`src/rtl/dmem_pkg.sv`:
```
// dmem_pkg: shared FSM states, requester ids and word-alignment mask for the data-memory arbiter
package dmem_pkg;
  typedef enum logic {IDLE = 1'b0, DMA_LOCK = 1'b1} state_t;
  typedef enum logic {CORE = 1'b0, DMA = 1'b1} req_id_t;
  localparam logic [1:0] WORD_ALIGN_MASK = 2'b11;
endpackage

```
`src/rtl/dmem_arbiter_if.sv`:
```
// dmem_arbiter_if: CORE/DMA request+grant+read-return buses, dma_lock, Data_Memory A/WD/WE/RD and misalign_err; slave=arbiter, master=requesters+memory
interface dmem_arbiter_if #(parameter int ADDR_W = 32, parameter int DATA_W = 32);
  logic              core_req, core_we, core_gnt, core_rvalid;
  logic [ADDR_W-1:0] core_addr;
  logic [DATA_W-1:0] core_wdata, core_rdata;
  logic              dma_req, dma_we, dma_gnt, dma_rvalid, dma_lock;
  logic [ADDR_W-1:0] dma_addr;
  logic [DATA_W-1:0] dma_wdata, dma_rdata;
  logic [ADDR_W-1:0] mem_A;
  logic [DATA_W-1:0] mem_WD, mem_RD;
  logic              mem_WE, misalign_err;
  modport slave (
    input  core_req, core_we, core_addr, core_wdata, dma_req, dma_we, dma_addr, dma_wdata, dma_lock, mem_RD,
    output core_gnt, core_rdata, core_rvalid, dma_gnt, dma_rdata, dma_rvalid, mem_A, mem_WD, mem_WE, misalign_err
  );
  modport master (
    output core_req, core_we, core_addr, core_wdata, dma_req, dma_we, dma_addr, dma_wdata, dma_lock, mem_RD,
    input  core_gnt, core_rdata, core_rvalid, dma_gnt, dma_rdata, dma_rvalid, mem_A, mem_WD, mem_WE, misalign_err
  );
endinterface

```
`src/rtl/rr_arb2.sv`:
```
// rr_arb2: 2-way round-robin picker (clk, rst, core_req, dma_req, dma_prio, force_core -> core_gnt, dma_gnt) with last_gnt register
module rr_arb2
  import dmem_pkg::*;
(
  input  logic clk,
  input  logic rst,
  input  logic core_req,
  input  logic dma_req,
  input  logic dma_prio,
  input  logic force_core,
  output logic core_gnt,
  output logic dma_gnt
);
  req_id_t last_gnt;
  assign core_gnt = !rst && core_req && (force_core || !dma_req || (!dma_prio && last_gnt == DMA));
  assign dma_gnt  = !rst && dma_req && !force_core && (!core_req || dma_prio || last_gnt == CORE);
  always_ff @(posedge clk) begin
    if (rst) last_gnt <= DMA;
    else if (core_gnt) last_gnt <= CORE;
    else if (dma_gnt) last_gnt <= DMA;
  end
endmodule

```
`src/rtl/dmem_arbiter.sv`:
```
// dmem_arbiter: shares Data_Memory between CORE and DMA (clk, rst, bus: req/gnt/rdata/rvalid per requester, dma_lock, mem_A/WD/WE/RD, misalign_err)
module dmem_arbiter
  import dmem_pkg::*;
#(
  parameter int ADDR_W   = 32,
  parameter int DATA_W   = 32,
  parameter int MAX_LOCK = 8
) (
  input logic          clk,
  input logic          rst,
  dmem_arbiter_if.slave bus
);
  localparam int CW = $clog2(MAX_LOCK + 1);
  state_t            state, state_n;
  logic [CW-1:0]     lock_cnt, lock_cnt_n;
  logic              core_gnt, dma_gnt, any_gnt, force_core, sel_we, misalign;
  logic [ADDR_W-1:0] sel_addr, a_q;
  logic [DATA_W-1:0] sel_wd, wd_q;
  assign force_core = state == DMA_LOCK && lock_cnt == CW'(MAX_LOCK) && bus.core_req;
  rr_arb2 u_arb (
    .clk       (clk),
    .rst       (rst),
    .core_req  (bus.core_req),
    .dma_req   (bus.dma_req),
    .dma_prio  (state == DMA_LOCK),
    .force_core(force_core),
    .core_gnt  (core_gnt),
    .dma_gnt   (dma_gnt)
  );
  assign any_gnt      = core_gnt || dma_gnt;
  assign sel_addr     = dma_gnt ? bus.dma_addr : bus.core_addr;
  assign sel_wd       = dma_gnt ? bus.dma_wdata : bus.core_wdata;
  assign sel_we       = dma_gnt ? bus.dma_we : bus.core_we;
  assign misalign     = any_gnt && (sel_addr[1:0] & WORD_ALIGN_MASK) != 2'b00;
  assign bus.core_gnt = core_gnt;
  assign bus.dma_gnt  = dma_gnt;
  assign bus.mem_A    = rst ? '0 : any_gnt ? sel_addr : a_q;
  assign bus.mem_WD   = rst ? '0 : any_gnt ? sel_wd : wd_q;
  assign bus.mem_WE   = any_gnt && sel_we && !misalign;
  always_comb begin
    state_n    = state;
    lock_cnt_n = lock_cnt;
    if (state == IDLE) begin
      if (dma_gnt && bus.dma_lock) begin
        state_n    = DMA_LOCK;
        lock_cnt_n = CW'(1);
      end
    end else if (!bus.dma_lock) begin
      state_n    = IDLE;
      lock_cnt_n = '0;
    end else if (force_core) lock_cnt_n = '0;
    else if (dma_gnt && lock_cnt != CW'(MAX_LOCK)) lock_cnt_n = lock_cnt + 1'b1;
  end
  always_ff @(posedge clk) begin
    if (rst) begin
      state            <= IDLE;
      lock_cnt         <= '0;
      bus.core_rvalid  <= 1'b0;
      bus.dma_rvalid   <= 1'b0;
      bus.core_rdata   <= '0;
      bus.dma_rdata    <= '0;
      bus.misalign_err <= 1'b0;
      a_q              <= '0;
      wd_q             <= '0;
    end else begin
      state            <= state_n;
      lock_cnt         <= lock_cnt_n;
      bus.core_rvalid  <= core_gnt && !bus.core_we;
      bus.dma_rvalid   <= dma_gnt && !bus.dma_we;
      bus.misalign_err <= bus.misalign_err || misalign;
      if (core_gnt && !bus.core_we) bus.core_rdata <= bus.mem_RD;
      if (dma_gnt && !bus.dma_we) bus.dma_rdata <= bus.mem_RD;
      if (any_gnt) begin
        a_q  <= sel_addr;
        wd_q <= sel_wd;
      end
    end
  end
endmodule
```
`src/flat_wrapper.sv`:
```
// flat-port wrapper written by rule: the top's interface ports become plain ports
module dmem_arbiter_flat import dmem_pkg::*;
#(
  parameter int ADDR_W   = 32,
  parameter int DATA_W   = 32,
  parameter int MAX_LOCK = 8
)
  (clk, rst, bus_core_req, bus_core_we, bus_core_addr, bus_core_wdata, bus_dma_req, bus_dma_we, bus_dma_addr, bus_dma_wdata, bus_dma_lock, bus_mem_RD, bus_core_gnt, bus_core_rdata, bus_core_rvalid, bus_dma_gnt, bus_dma_rdata, bus_dma_rvalid, bus_mem_A, bus_mem_WD, bus_mem_WE, bus_misalign_err);
  dmem_arbiter_if #(.ADDR_W(ADDR_W), .DATA_W(DATA_W)) bus_i ();
  input logic clk;
  input logic rst;
  input wire logic [$bits(bus_i.core_req)-1:0] bus_core_req;
  input wire logic [$bits(bus_i.core_we)-1:0] bus_core_we;
  input wire logic [$bits(bus_i.core_addr)-1:0] bus_core_addr;
  input wire logic [$bits(bus_i.core_wdata)-1:0] bus_core_wdata;
  input wire logic [$bits(bus_i.dma_req)-1:0] bus_dma_req;
  input wire logic [$bits(bus_i.dma_we)-1:0] bus_dma_we;
  input wire logic [$bits(bus_i.dma_addr)-1:0] bus_dma_addr;
  input wire logic [$bits(bus_i.dma_wdata)-1:0] bus_dma_wdata;
  input wire logic [$bits(bus_i.dma_lock)-1:0] bus_dma_lock;
  input wire logic [$bits(bus_i.mem_RD)-1:0] bus_mem_RD;
  output wire logic [$bits(bus_i.core_gnt)-1:0] bus_core_gnt;
  output wire logic [$bits(bus_i.core_rdata)-1:0] bus_core_rdata;
  output wire logic [$bits(bus_i.core_rvalid)-1:0] bus_core_rvalid;
  output wire logic [$bits(bus_i.dma_gnt)-1:0] bus_dma_gnt;
  output wire logic [$bits(bus_i.dma_rdata)-1:0] bus_dma_rdata;
  output wire logic [$bits(bus_i.dma_rvalid)-1:0] bus_dma_rvalid;
  output wire logic [$bits(bus_i.mem_A)-1:0] bus_mem_A;
  output wire logic [$bits(bus_i.mem_WD)-1:0] bus_mem_WD;
  output wire logic [$bits(bus_i.mem_WE)-1:0] bus_mem_WE;
  output wire logic [$bits(bus_i.misalign_err)-1:0] bus_misalign_err;
  assign bus_i.core_req = bus_core_req;
  assign bus_i.core_we = bus_core_we;
  assign bus_i.core_addr = bus_core_addr;
  assign bus_i.core_wdata = bus_core_wdata;
  assign bus_i.dma_req = bus_dma_req;
  assign bus_i.dma_we = bus_dma_we;
  assign bus_i.dma_addr = bus_dma_addr;
  assign bus_i.dma_wdata = bus_dma_wdata;
  assign bus_i.dma_lock = bus_dma_lock;
  assign bus_i.mem_RD = bus_mem_RD;
  assign bus_core_gnt = bus_i.core_gnt;
  assign bus_core_rdata = bus_i.core_rdata;
  assign bus_core_rvalid = bus_i.core_rvalid;
  assign bus_dma_gnt = bus_i.dma_gnt;
  assign bus_dma_rdata = bus_i.dma_rdata;
  assign bus_dma_rvalid = bus_i.dma_rvalid;
  assign bus_mem_A = bus_i.mem_A;
  assign bus_mem_WD = bus_i.mem_WD;
  assign bus_mem_WE = bus_i.mem_WE;
  assign bus_misalign_err = bus_i.misalign_err;
  dmem_arbiter #(.ADDR_W(ADDR_W), .DATA_W(DATA_W), .MAX_LOCK(MAX_LOCK)) u_core (.clk(clk), .rst(rst), .bus(bus_i));
endmodule
```
`config.mk`:
```
export PLATFORM = sky130hd
export DESIGN_NAME = dmem_arbiter_flat
export DESIGN_NICKNAME = d
export VERILOG_FILES = /design/src/rtl/dmem_pkg.sv /design/src/rtl/dmem_arbiter_if.sv /design/src/rtl/rr_arb2.sv /design/src/rtl/dmem_arbiter.sv /design/src/flat_wrapper.sv
export SDC_FILE = /design/constraint.sdc
export NUM_CORES = 1
export LEC_CHECK = 0
export ABC_AREA = 1
export BUFFER_PORTS_ARGS = -buffer_cell sky130_fd_sc_hd__buf_2
export CAP_MARGIN = 20
export CORE_UTILIZATION = 41
export CTS_CLUSTER_DIAMETER = 40
export CTS_CLUSTER_SIZE = 25
export DETAILED_ROUTE_END_ITERATION = 10
export GPL_TIMING_DRIVEN = 0
export PLACE_DENSITY = 0.76
export SKIP_LAST_GASP = 1
export SLEW_MARGIN = 10
export SYNTH_ARGS = -nofsm -noshare
export SYNTH_HDL_FRONTEND = slang
export SYNTH_SLANG_ARGS = --single-unit
```
`constraint.sdc`:
```
create_clock -name clk -period 2.8 [get_ports clk]
set_clock_uncertainty 0.1 [all_clocks]
set_input_delay 0.84 -clock clk [delete_from_list [all_inputs] [get_ports clk]]
set_output_delay 0.84 -clock clk [all_outputs]
set_load 0.02 [all_outputs]
```
After elaboration in Yosys (flattened, before gate mapping)
Cells that the tools add are included.
{"block": "totals", "input_bits": 167, "elab_cells": 65, "reg_bits": 137, "out_inout_bits": 134}
{"block": "op_classes", "n_addsub": 1, "bitwise": 1, "mux": 17, "eq_ne": 3, "n_reduce_logical": 33}
{"operator": "$mux 32", "n": 6}
{"operator": "$mux 4", "n": 5}
{"operator": "$logic_and 1x1->1", "n": 15}
{"operator": "$logic_not 1->1", "n": 8}
{"operator": "$ne 4x4->1 const B", "n": 2}
{"operator": "$logic_or 1x1->1", "n": 6}
{"operator": "$mux 1", "n": 6}
{"operator": "$reduce_bool 2->1", "n": 3}
{"operator": "$add 4x1->4 const B", "n": 1}
{"operator": "$eq 4x4->1 const B", "n": 1}
{"operator": "$reduce_and 2->1", "n": 1}
{"operator": "$not 1->1", "n": 1}

Logic depth before layout (Yosys ltp)
Gate-level depths: netlist of run 1.
{"block": "depth", "word_depth": 11, "mapped_depth": 12, "ltp_nobuf": 11}

Modules after synthesis
Synthesis of run 1 repeated with hierarchy kept, for this count alone.
{"block": "hier_totals", "cells_unflattened": 833, "area_unflattened_um2": 5693.0}
{"mod": "dmem_arbiter", "cells_each": 818, "n_inst": 1, "seq_area_each_um2": 2722.6, "area_each_um2": 5599.1}
{"mod": "rr_arb2", "cells_each": 15, "n_inst": 1, "seq_area_each_um2": 20.0, "area_each_um2": 93.8}

Least setup slack after synthesis of run 1
No wires, ideal clock.
{"block": "synth_path", "kind": "input to output", "startpoint": "in bus_dma_req", "endpoint": "out bus_mem_WE", "path_buffers": 1, "stages": 7, "path_slack_ns": -0.212, "t_arrival_ns": 2.072, "t_required_ns": 1.860, "path_cell_list": "inv_1 > nor2_2 > nand3_4 > inv_2 > buf_2 > o21ai_0 > nor3_1"}
{"block": "synth_via", "elab_chain_len": 8, "elab_cells_between_ends": 15, "cone_classes": "mux (2); reduce/logical (13)"}
{"item": "start, declared", "line_no": "flat_wrapper.sv:16", "rtl": "input wire logic [$bits(bus_i.dma_req)-1:0] bus_dma_req;"}
{"item": "$logic_and 1x1->1 (*) (3 in a row)", "line_no": "rr_arb2.sv:16", "rtl": "assign dma_gnt = !rst && dma_req && !force_core && (!core_req || dma_prio || last_gnt == CORE);"}
{"item": "named net bus_dma_gnt", "line_no": "flat_wrapper.sv:25", "rtl": "output wire logic [$bits(bus_i.dma_gnt)-1:0] bus_dma_gnt;"}
{"item": "$mux 32", "line_no": "dmem_arbiter.sv:31", "rtl": "assign sel_addr = dma_gnt ? bus.dma_addr : bus.core_addr;"}
{"item": "$reduce_bool 2->1", "line_no": "dmem_arbiter.sv:34", "rtl": "assign misalign = any_gnt && (sel_addr[1:0] & WORD_ALIGN_MASK) != 2'b00;"}
{"item": "$logic_and 1x1->1", "line_no": "dmem_arbiter.sv:34"}
{"item": "$logic_not 1->1", "line_no": "dmem_arbiter.sv:39", "rtl": "assign bus.mem_WE = any_gnt && sel_we && !misalign;"}
{"item": "$logic_and 1x1->1 (*)", "line_no": "dmem_arbiter.sv:39"}
{"item": "end, declared", "line_no": "flat_wrapper.sv:30", "rtl": "output wire logic [$bits(bus_i.mem_WE)-1:0] bus_mem_WE;"}
The timed path passes the listed nets; every way through them passes the cells marked *.

Worst setup path after layout of run 1
{"block": "layout_path", "startpoint": "in bus_core_req", "endpoint": "out bus_mem_WD[4]"}
{"block": "layout_via", "elab_chain_len": 7, "elab_cells_between_ends": 15, "cone_classes": "mux (3); reduce/logical (12)"}
{"item": "start, declared", "line_no": "flat_wrapper.sv:12", "rtl": "input wire logic [$bits(bus_i.core_req)-1:0] bus_core_req;"}
{"item": "$logic_and 1x1->1 / $logic_not 1->1 (equally long branches)", "line_no": "dmem_arbiter.sv:19, rr_arb2.sv:16"}
{"item": "$logic_not 1->1, or another cell as far along", "line_no": "rr_arb2.sv:16"}
{"item": "$logic_and 1x1->1, or another cell as far along", "line_no": "rr_arb2.sv:16"}
{"item": "$logic_and 1x1->1, on equally long branches", "line_no": "rr_arb2.sv:16, rr_arb2.sv:15"}
{"item": "$mux 32 / $logic_or 1x1->1 (equally long branches)", "line_no": "dmem_arbiter.sv:32, dmem_arbiter.sv:30"}
{"item": "$mux 32 (*) (2 in a row)"}
{"item": "end, declared", "line_no": "flat_wrapper.sv:29", "rtl": "output wire logic [$bits(bus_i.mem_WD)-1:0] bus_mem_WD;"}
Every way passes the cells marked *; elsewhere a longest branch is shown, timed or not.

==> metrics.txt, run 1 <==
clk root buf clkbuf_16; DIE HEIGHT roughly 120 um; Startpoint Class input pin; Worst setup EP type primary output; CORE AREA between 10,000 and 15,000 um^2; Area growth syn-to-layout 77.80%; achievable frequency about 290 MHz; global placer's final weighted congestion a little under 0.9; worst min path class flop to flop; Setup WS pre-CTS -0.9295 ns; Worst Path Arrival 2.55 ns; EDFF count, synth 0; Least-Margin Pin Slew between 0.6 and 0.7 ns; R2R depth 24; Hold Path End u_core.bus.misalign_err; dpl cells between 1,000 and 1,500; power share of the clock group about 40%; clock slew at reported path FFs roughly 0.060 ns; HPWL after DPL 14,210 um; DR vias 7,749; syn avg cell area ~7.6 um^2; first-pass GRT wire length ~37,000 um; FF-to-FF setup slack -0.57 ns; Slew HR a little over half; Die Wd approximately 120 um; final hold violations 0; final WL 30,270 um; initial antenna violation count 1; GRT Total Usage about a third; critical-path cell list buf_2, nand2_2, inv_2, nand2_4, nand3_4, buf_6, buf_12, buf_16, nand2_4, nand3_2, o211ai_1, inv_2, buf_6; failing checks setup timing; Seq/Total Area, Yosys a little under half; synth warn 0; Initial Utilization between 40 and 50%; number of DRC violations after detailed-routing iteration 0 ~630; cells after synthesis around 800; Critical-path top delay cell o211ai_1; die area 14,960 um^2; Synth Net Count 949; Peak supply drop between 0.4 and 0.5 mV; outcome complete, but fails checks; Avg WL per Cell approximately 21 um; sw power 1732 uW; P_leak 0.005350 uW; Top delay family on crit path buffers and inverters; # nets final between 1,000 and 1,500; DRC 0; Post-synth top flop dfxtp_1; r2r startpoint u_core.lock_cnt[0]; worst hold path depth 2; Final setup viols 70; # fillers a little under 900; Initial DRT Pass Iterations 5; number of routed nets with antenna violations 0; Slew Viols, Final 0; Int Pwr around 4200 uW; Combinational Power Share 23.9%; Final Critical Period around 3.5 ns; worst path bufs/invs 7; CP Max Fanout 6; clk buf depth 2; #FFs+latches synth roughly 140; MaxCap Viol Count 0; Clock Sinks between 100 and 150; I/O pins 301; Vias per Instance 5.484; depth of the CTS H-tree 4; TritonCTS clock tree yes; largest net degree at the start of global routing 17; GRT overflow 0; number of global-route vias before repair just over 7,000; share of flip-flops with an asynchronous set or reset after synthesis 0%; Worst path depth 13; Seq pwr share a little over a third; unrepaired setup endpoints after global routing yes; total CTS buffers 17; Pwr Density approximately 560 nW/um^2; Rows between 40 and 50; sw frac 29.30%; Synth cell types 29; fraction of layout instances using a drive strength above 1 between 50 and 60%; post-route insts no fill 1,413; data required time at the worst endpoint between 1.5 and 2 ns; Worst-Skew Late Latency between 0.4 and 0.5 ns; Final period util 124.6%; reg-to-reg critical path endpoint u_core.a_q[31]; IO buf count 300; min-delay src u_core.bus.misalign_err; Post-Syn Area slightly below 6000 um^2; WS Path Type input pin to primary output; worst setup margin -0.6900 ns; Critical Path Max Stage Delay roughly 0.3 ns
==> layout by cell type (no fill, tap or decap), types with 3 or more instances in the layout <==
cell type  instances
clkbuf_2           7
buf_12             7
buf_4            102
nand3_1           22
a21oi_1            8
inv_1             42
clkbuf_4           4
nor2_1            10
o21ai_0           35
nand2_4           24
inv_2             40
nand3_2           45
nand2_1          176
nand2_2           70
a21oi_2           29
nand4_1            6
bufinv_16          4
clkbuf_16         18
buf_6             92
buf_2            241
buf_8             10
clkbuf_1           9
dfxtp_1          135
o211ai_1          65
clkinv_4           4
clkinv_2           3
clkbuf_8           5
==> area by class of cell <==
class	count	area (um^2)	area share, %
clock inverter	12	176.4	1.672
multi-input combinational	503	3128	29.64
antenna	1	2.502	0.02371
timing repair buffer	422	2982	28.25
tap	180	225.2	2.134
sequential	137	2745	26.01
clock buffer	19	432.9	4.102
buffer	55	529.3	5.015
inverter	84	332.8	3.154
==> worst max path at each step <==
stage,from,to,slack (ns)
after floorplan,rst,bus_mem_A[10],-0.005
after global placement,rst,bus_mem_WD[25],-0.89
after detailed placement,rst,bus_mem_WD[25],-0.93
after CTS,u_core.lock_cnt[1],bus_mem_A[9],-0.33
after global routing,u_core.lock_cnt[0],bus_mem_WD[4],-0.77
final,bus_core_req,bus_mem_WD[4],-0.69
==> through the flow <==
stage	total power (uW)	instance area (um^2)	TNS (ns)	hold WS, ns	utilization, %
2_1_floorplan	2639	5962	-0.1318	0.3708	-
3_3_place_gp	2980	7689	-50.76	0.3377	54.96
3_5_place_dp	2990	7689	-53.02	0.3424	54.96
4_1_cts	5655	10040	-18.58	0.3513	71.78
5_1_grt	6092	10550	-33.67	0.3741	75.43
6_report	5911	10550	-27.66	0.3605	75.45
==> worst register-to-register path, stage by stage (launching register included) <==
cell and delay, ns:
dfxtp_2 0.33, inv_2 0.05, ha_4 0.17, nand2_4 0.07
nor2_4 0.04, nand2_4 0.08, nand3_4 0.15, buf_6 0.17
buf_12 0.15, buf_6 0.13, nand2_4 0.06, nand3_2 0.07
o211ai_1 0.15, inv_1 0.14, buf_6 0.14, buf_4 0.13
buf_4 0.16, buf_4 0.14, buf_4 0.13, buf_4 0.13
buf_4 0.13, buf_4 0.12, buf_4 0.12, buf_4 0.12
buf_4 0.13
==> routing by layer <==
metal | track usage [%] | up-vias | wire length (um)
met4 | 23.86 | 6 | 2534
met3 | 14.64 | 220 | 3945
met1 | 32.44 | 3471 | 10080
met2 | 54.32 | 644 | 13530
li1 | - | 3408 | -
met5 | 1.042 | - | 172
==> kinds of logic after synthesis <==
family                     share of synthesized area, %
and+or+nand+nor                                   26.50
buffers and inverters                             10.52
AOI/OAI and AO/OA                                 16.21
DFF                                               46.21
adders and majority gates                        0.4215
xor gates and xnor gates                         0.1476
==> registers in the layout, summed over array words and instances (netlist names) <==
name and count:
u_core.a_q 32, u_core.bus.core_rdata 32, u_core.bus.core_rvalid 1, u_core.bus.dma_rdata 32
u_core.bus.dma_rvalid 1, u_core.bus.misalign_err 1, u_core.lock_cnt 4, u_core.state 1
u_core.u_arb.last_gnt 1, u_core.wd_q 32
==> Yosys cell counts, types with 2 or more instances <==
cell type / count / area share, %
a21oi_2: 29 / 4.3
buf_2: 21 / 1.8
clkbuf_1: 26 / 1.6
buf_1: 2 / 0.13
nor2_2: 2 / 0.21
nand4_1: 6 / 0.63
o21ai_0: 36 / 3.0
a21oi_1: 8 / 0.67
o211ai_1: 65 / 8.2
dfxtp_1: 137 / 46
nand3_1: 66 / 5.6
buf_4: 3 / 0.38
nor2_1: 10 / 0.63
inv_1: 82 / 5.2
nand2_2: 29 / 3.1
ha_1: 2 / 0.42
buf_12: 3 / 1.0
nand2_1: 242 / 15
==> power groups by stage <==
stage	combinational (uW)	sequential (uW)	clock, uW
finish	1410	2120	2370
global route	1480	2130	2480
CTS	1180	2110	2360
detailed placement	839	2150	0
global placement	831	2150	0
floorplan	443	2200	0
==> repair_timing <==
action | CTS | global route
cloned | 9 | 1
hold buffers | 0 | 0
buffers inserted | 103 | 36
resized for setup | 268 | 131
pin swaps | 27 | 20
endpoints found under the setup margin | 66 | 73
Power figures use the tool's default switching activity.
==> run 2: changes to the inputs <==
--- a/config.mk
+++ b/config.mk
@@ -12,7 +12,6 @@
 export CTS_CLUSTER_DIAMETER = 40
 export CTS_CLUSTER_SIZE = 25
 export DETAILED_ROUTE_END_ITERATION = 10
-export GPL_TIMING_DRIVEN = 0
 export PLACE_DENSITY = 0.76
 export SKIP_LAST_GASP = 1
 export SLEW_MARGIN = 10
==> run 2 against run 1 <==
  * The run still ends with setup timing left
  * Final area grew 1.3%
  * Register-to-register slack lost 0.26 ns
  * Non-clock buffer count shrank 11
  * Sequential cell count is the same
  * Sequential share of layout area shrank 0.33 points
  * Global-route usage grew 2.3 points
  * Setup slack lost 0.15 ns
  * Power shrank 3.5%
  * Wire length grew 11%
  * Clock-buffer cell count shrank 1
  * Largest cell class unchanged
==> metrics.txt, run 2 (synthesized netlist as in run 1, its figures left out) <==
data required time at the worst endpoint around 3.0 ns; Least-Margin Pin Slew approximately 0.66 ns; number of routed nets with antenna violations 0; clock slew at reported path FFs 0.06 ns; Rows between 40 and 50; Initial DRT Pass Iterations 9; Die Wd 122.3 um; GRT overflow 0; number of global-route vias before repair between 7,000 and 8,000; Clock Sinks 137; first-pass GRT wire length slightly below 40,000 um; Area growth syn-to-layout 80.08%; Vias per Instance between 5 and 6; CP Max Fanout 7; WS Path Type input pin to flop; IO buf count 300; achievable frequency ~270 MHz; clk buf depth 2; CORE AREA 13,990 um^2; P_leak ~0.0054 uW; final WL 33,510 um; CP dominant cell by count buf_4; Slew HR a little under three fifths; largest net degree at the start of global routing 66; Initial Utilization 42.43%; commonest non-fill, non-tap cell in the layout buf_2; # nets final around 1,400; Peak supply drop between 0.4 and 0.5 mV; Slew Viols, Final 0; most frequent cells in the layout buf_2, nand2_1, dfxtp_1; depth of the CTS H-tree 4; Worst Path Arrival about 3.9 ns; Worst-Skew Late Latency 0.41 ns; HPWL after DPL 12,380 um; die area approximately 15,000 um^2; GRT Total Usage 35.15%; Avg WL per Cell about 24 um; clk root buf clkbuf_16; DIE HEIGHT roughly 120 um; DR vias between 8,000 and 9,000; critical-path cell list buf_4, inv_1, nor2_4, nand3_4, buf_12, buf_16, nand2_4, nand3_4, o211ai_1, inv_1, buf_4, buf_4, buf_4, buf_4, buf_4, buf_4, buf_4, buf_4, buf_4, buf_4, buf_4; DRC 0; Tot Pwr 5706 uW; MaxCap Viol Count 0; total CTS buffers 17; Final period util 130.1%; initial antenna violation count 8; unrepaired setup endpoints after global routing yes; Final setup viols 69; Final Critical Period approximately 3.6 ns; fraction of layout instances using a drive strength above 1 ~56%; worst min path class flop to flop; outcome complete, but fails checks; I/O pins 301; Critical Path Max Stage Delay 0.35 ns; hold_buf cts 0; failing checks setup timing; final hold violations 0; Startpoint Class input pin; Critical-path top delay cell o211ai_1; global placer's final weighted congestion 0.8293; minimum hold slack about 0.36 ns; TritonCTS clock tree yes; number of DRC violations after detailed-routing iteration 0 between 1,000 and 1,500; Pwr Density about 530 nW/um^2; worst setup margin -0.8417 ns; Worst setup EP type flop
-- run 2: cell count changes in the layout (fill, tap and decap cells not counted), sizes merged --
cell,before,now
buf,453,463
bufinv,4,0
clkbuf,43,21
clkinv,8,10
clkinvlp,2,5
diode,1,6
inv,82,83
-- run 2: path summary, 6_finish.rpt --
kind	cells past startpoint	slack, ns	endpoint	start
worst min register to register	2	0.36	u_core.bus.dma_rdata[0]	u_core.bus.dma_rdata[0]
worst max-delay path	21	-0.84	u_core.a_q[23]	bus_dma_req
worst max register to register	23	-0.83	u_core.a_q[23]	u_core.lock_cnt[0]
worst min-delay path	2	0.36	u_core.bus.dma_rdata[0]	u_core.bus.dma_rdata[0]
-- run 2: through the flow --
step / setup slack, ns / instances / setup TNS, ns / utilization (%) / cell area, um^2
3_5_place_dp: -0.5334 / 1236 / -29.87 / 54.91 / 7681
2_1_floorplan: -0.004772 / 780 / -0.1318 / - / 5962
6_report: -0.8417 / 1408 / -31.68 / 76.41 / 10690
5_1_grt: -0.8971 / 1407 / -36.48 / 76.40 / 10690
4_1_cts: -0.2912 / 1381 / -16.95 / 70.78 / 9901
3_3_place_gp: -0.5175 / 1236 / -29.99 / 54.91 / 7681
-- run 2: where the power goes --
group / leakage (uW) / internal (uW) / switching [uW]
registers: 0.00113 / 2070 / 57.5
logic: 0.00402 / 672 / 833
clock network: 0.000255 / 1160 / 917
-- run 2: area by class of cell --
type	count	area, um^2
Antenna cell	6	15.01
Tap cell	180	225.2
Sequential cell	137	2745
Clock inverter	14	101.3
Inverter	84	334.1
Multi-Input combinational cell	503	3055
Timing Repair Buffer	466	3774
Fill cell	863	3299
Clock buffer	18	439.2
-- run 2: layer usage --
| metal | part of all wire, % | wire, um | global-route usage (%) | vias up |
|---|---|---|---|---|
| met2 | 41 | 13800 | 55.51 | 795 |
| li1 | - | - | - | 3390 |
| met1 | 32 | 10870 | 38.26 | 3689 |
| met5 | 0.32 | 108 | 0 | - |
| met3 | 16 | 5372 | 14.78 | 329 |
| met4 | 10 | 3359 | 23.86 | 8 |
-- run 2: what timing repair did --
item                                    in CTS  in global routing
setup buffers                               95                 50
cloned                                      18                  3
endpoints found under the hold margin        0                  0
endpoints found under the setup margin      66                 74
pin swaps                                    6                 30
resized for setup                          150                164
-- run 2: worst max-delay path: cells and delay by family --
kind / cells / cell delay, ns
AND/OR/NAND/NOR: 4 / 0.47
AO/OA/AOI/OAI: 1 / 0.35
buffers and inverters: 16 / 2.16
==> run 3: changes to the inputs <==
--- a/config.mk
+++ b/config.mk
@@ -12,7 +12,7 @@
 export CTS_CLUSTER_DIAMETER = 40
 export CTS_CLUSTER_SIZE = 25
 export DETAILED_ROUTE_END_ITERATION = 10
-export PLACE_DENSITY = 0.76
+export PLACE_DENSITY = 0.78
 export SKIP_LAST_GASP = 1
 export SLEW_MARGIN = 10
 export SYNTH_ARGS = -nofsm -noshare
==> run 3 against run 2 <==
  * The flow finishes with violations (DRC, setup timing)
  * Critical path depth stayed put
  * Fmax is 3.7% lower
  * First-iteration DRC count is 21% higher
  * Via count is 3.3% higher
  * Global-route usage is 2.8 points higher
  * Largest power group is now the clock network
  * Cell count is 1.6% higher
==> metrics.txt, run 3 (synthesized netlist as in run 1, its figures left out) <==
outcome complete, but fails checks; failing checks DRC, setup timing; HPWL after DPL 13,360 um; Least-Margin Pin Slew 0.7500 ns; number of global-route vias before repair roughly 7,700; CP Max Fanout 11; worst setup margin -0.9804 ns; DIE HEIGHT roughly 120 um; IO buf count 300; largest net degree at the start of global routing 42; Rows 43; Peak supply drop between 0.4 and 0.5 mV; Area growth syn-to-layout 85.64%; power share of the clock group between 30% and 40%; number of DRC violations after detailed-routing iteration 0 approximately 1,400; depth of the CTS H-tree 4; hold_buf cts 0; sw power approximately 1900 uW; Die Wd around 120 um; worst min path class flop to flop; CORE AREA ~14,000 um^2; Seq pwr share between 30% and 40%; Vias per Instance 5.925; final hold violations 0; data required time at the worst endpoint between 3 and 4 ns; Initial Utilization between 40% and 50%; global placer's final weighted congestion 0.8758; # fillers ~770; die area ~15,000 um^2; sw frac approximately 31%; Slew HR between 40% and 50%; Placed Area between 7000 and 8000 um^2; Int Pwr between 4000 and 5000 uW; TritonCTS clock tree yes; clk root buf clkbuf_16; Combinational Power Share 26.7%; Final Cell Area about 11,000 um^2; Startpoint Class input pin; DRC 4; clk buf depth 2; MaxCap Viol Count 0; Clock Sinks about 140; Final setup viols between 70 and 80; Worst setup EP type flop; combined area of the multi-input logic cells 3264 um^2; Pwr Density between 500 and 600 nW/um^2; initial antenna violation count 9; minimum hold slack 0.3493 ns; Avg WL per Cell between 20 and 30 um; post-route insts no fill 1,431; I/O pins around 300; Worst Path Arrival around 4 ns; most frequent cells in the layout buf_2, nand2_1, buf_4; commonest non-fill, non-tap cell in the layout buf_2; dpl cells approximately 1,200; Reg area approximately 2700 um^2; post-layout util between 70% and 80%; achievable frequency between 200 and 300 MHz; P_leak between 0.005 and 0.006 uW; Final period util 135.0%; GRT Total Usage approximately 38%; R2R depth 24; first-pass GRT wire length about 41,000 um; final WL 36,080 um; WS Path Type input pin to flop; GRT overflow 0; Initial DRT Pass Iterations 11; Final Critical Period 3.780 ns; unrepaired setup endpoints after global routing yes; total CTS buffers 17; Worst-Skew Late Latency 0.42 ns; DR vias roughly 8,500; # nets final ~1,400; fraction of layout instances using a drive strength above 1 59.18%; clock slew at reported path FFs roughly 0.07 ns; number of routed nets with antenna violations 0; worst hold path depth 2; Slew Viols, Final 0
-- run 3: cell types whose count changed in the layout (fill, tap and decap cells not counted), moves of 3 or more --
cell	change
clkinv_2	-3
buf_12	+11
nand2_1	-5
buf_16	-11
nand2_8	+3
clkinvlp_4	-3
nand3_2	+16
nand3_1	-22
buf_6	-9
buf_4	+31
diode_2	+3
nand3_4	+6
-- run 3: final timing paths --
kind | from | endpoint | slack, ns
max | rst | u_core.a_q[12] | -0.98
min | u_core.bus.misalign_err | u_core.bus.misalign_err | 0.35
max reg2reg | u_core.lock_cnt[0] | u_core.a_q[12] | -0.86
min reg2reg | u_core.bus.misalign_err | u_core.bus.misalign_err | 0.35
-- run 3: layer usage --
layer / part of all wire (%) / GRT usage, %
met1: 32 / 35.41
met2: 40 / 58.71
met3: 18 / 26.07
met4: 9.5 / 25.84
met5: 0.21 / 7.292
-- run 3: repair_timing --
| action | CTS | global route |
|---|---|---|
| setup buffers | 99 | 38 |
| pin swaps | 33 | 30 |
| resized for setup | 182 | 158 |
| gates cloned | 8 | 5 |
| setup endpoints to repair | 66 | 73 |
-- run 3: layout make-up --
cell class / instances / area share (%)
repair buffers: 487 / 34.90
diodes: 9 / 0.2044
inverters: 84 / 3.043
multi-input cells: 503 / 29.62
clock buffers: 21 / 4.179
well taps: 180 / 2.044
flip-flops and latches: 137 / 24.91
clock inverters: 10 / 1.090
-- run 3: critical path, cell delays in order --
cell and delay (ns):
buf_2 0.16, inv_4 0.06, o21ai_4 0.08, clkinv_4 0.09, buf_6 0.14, buf_4 0.13
buf_6 0.13, buf_16 0.15, o211ai_1 0.52, inv_1 0.19, buf_4 0.18, buf_4 0.12
buf_4 0.12, buf_4 0.11, buf_4 0.12, buf_4 0.13, buf_4 0.16, buf_4 0.15
buf_4 0.13, buf_4 0.13, buf_4 0.14
-- run 3: power groups by stage --
stage	Clock (uW)	Sequential [uW]	Combinational, uW
final	2260	2140	1600
after global routing	2360	2140	1650
after CTS	2220	2110	1210
after detailed placement	0	2150	878
after global placement	0	2150	867
after floorplan	0	2200	443
-- run 3: metrics by stage --
stage               setup WS [ns]  TNS [ns]  power, uW
floorplan               -0.004772   -0.1318       2639
global placement          -0.2951    -15.86       3014
global route              -0.9786    -39.49       6144
finish                    -0.9804    -35.08       6001
detailed placement        -0.3135    -17.15       3026
CTS                       -0.2664    -14.34       5542
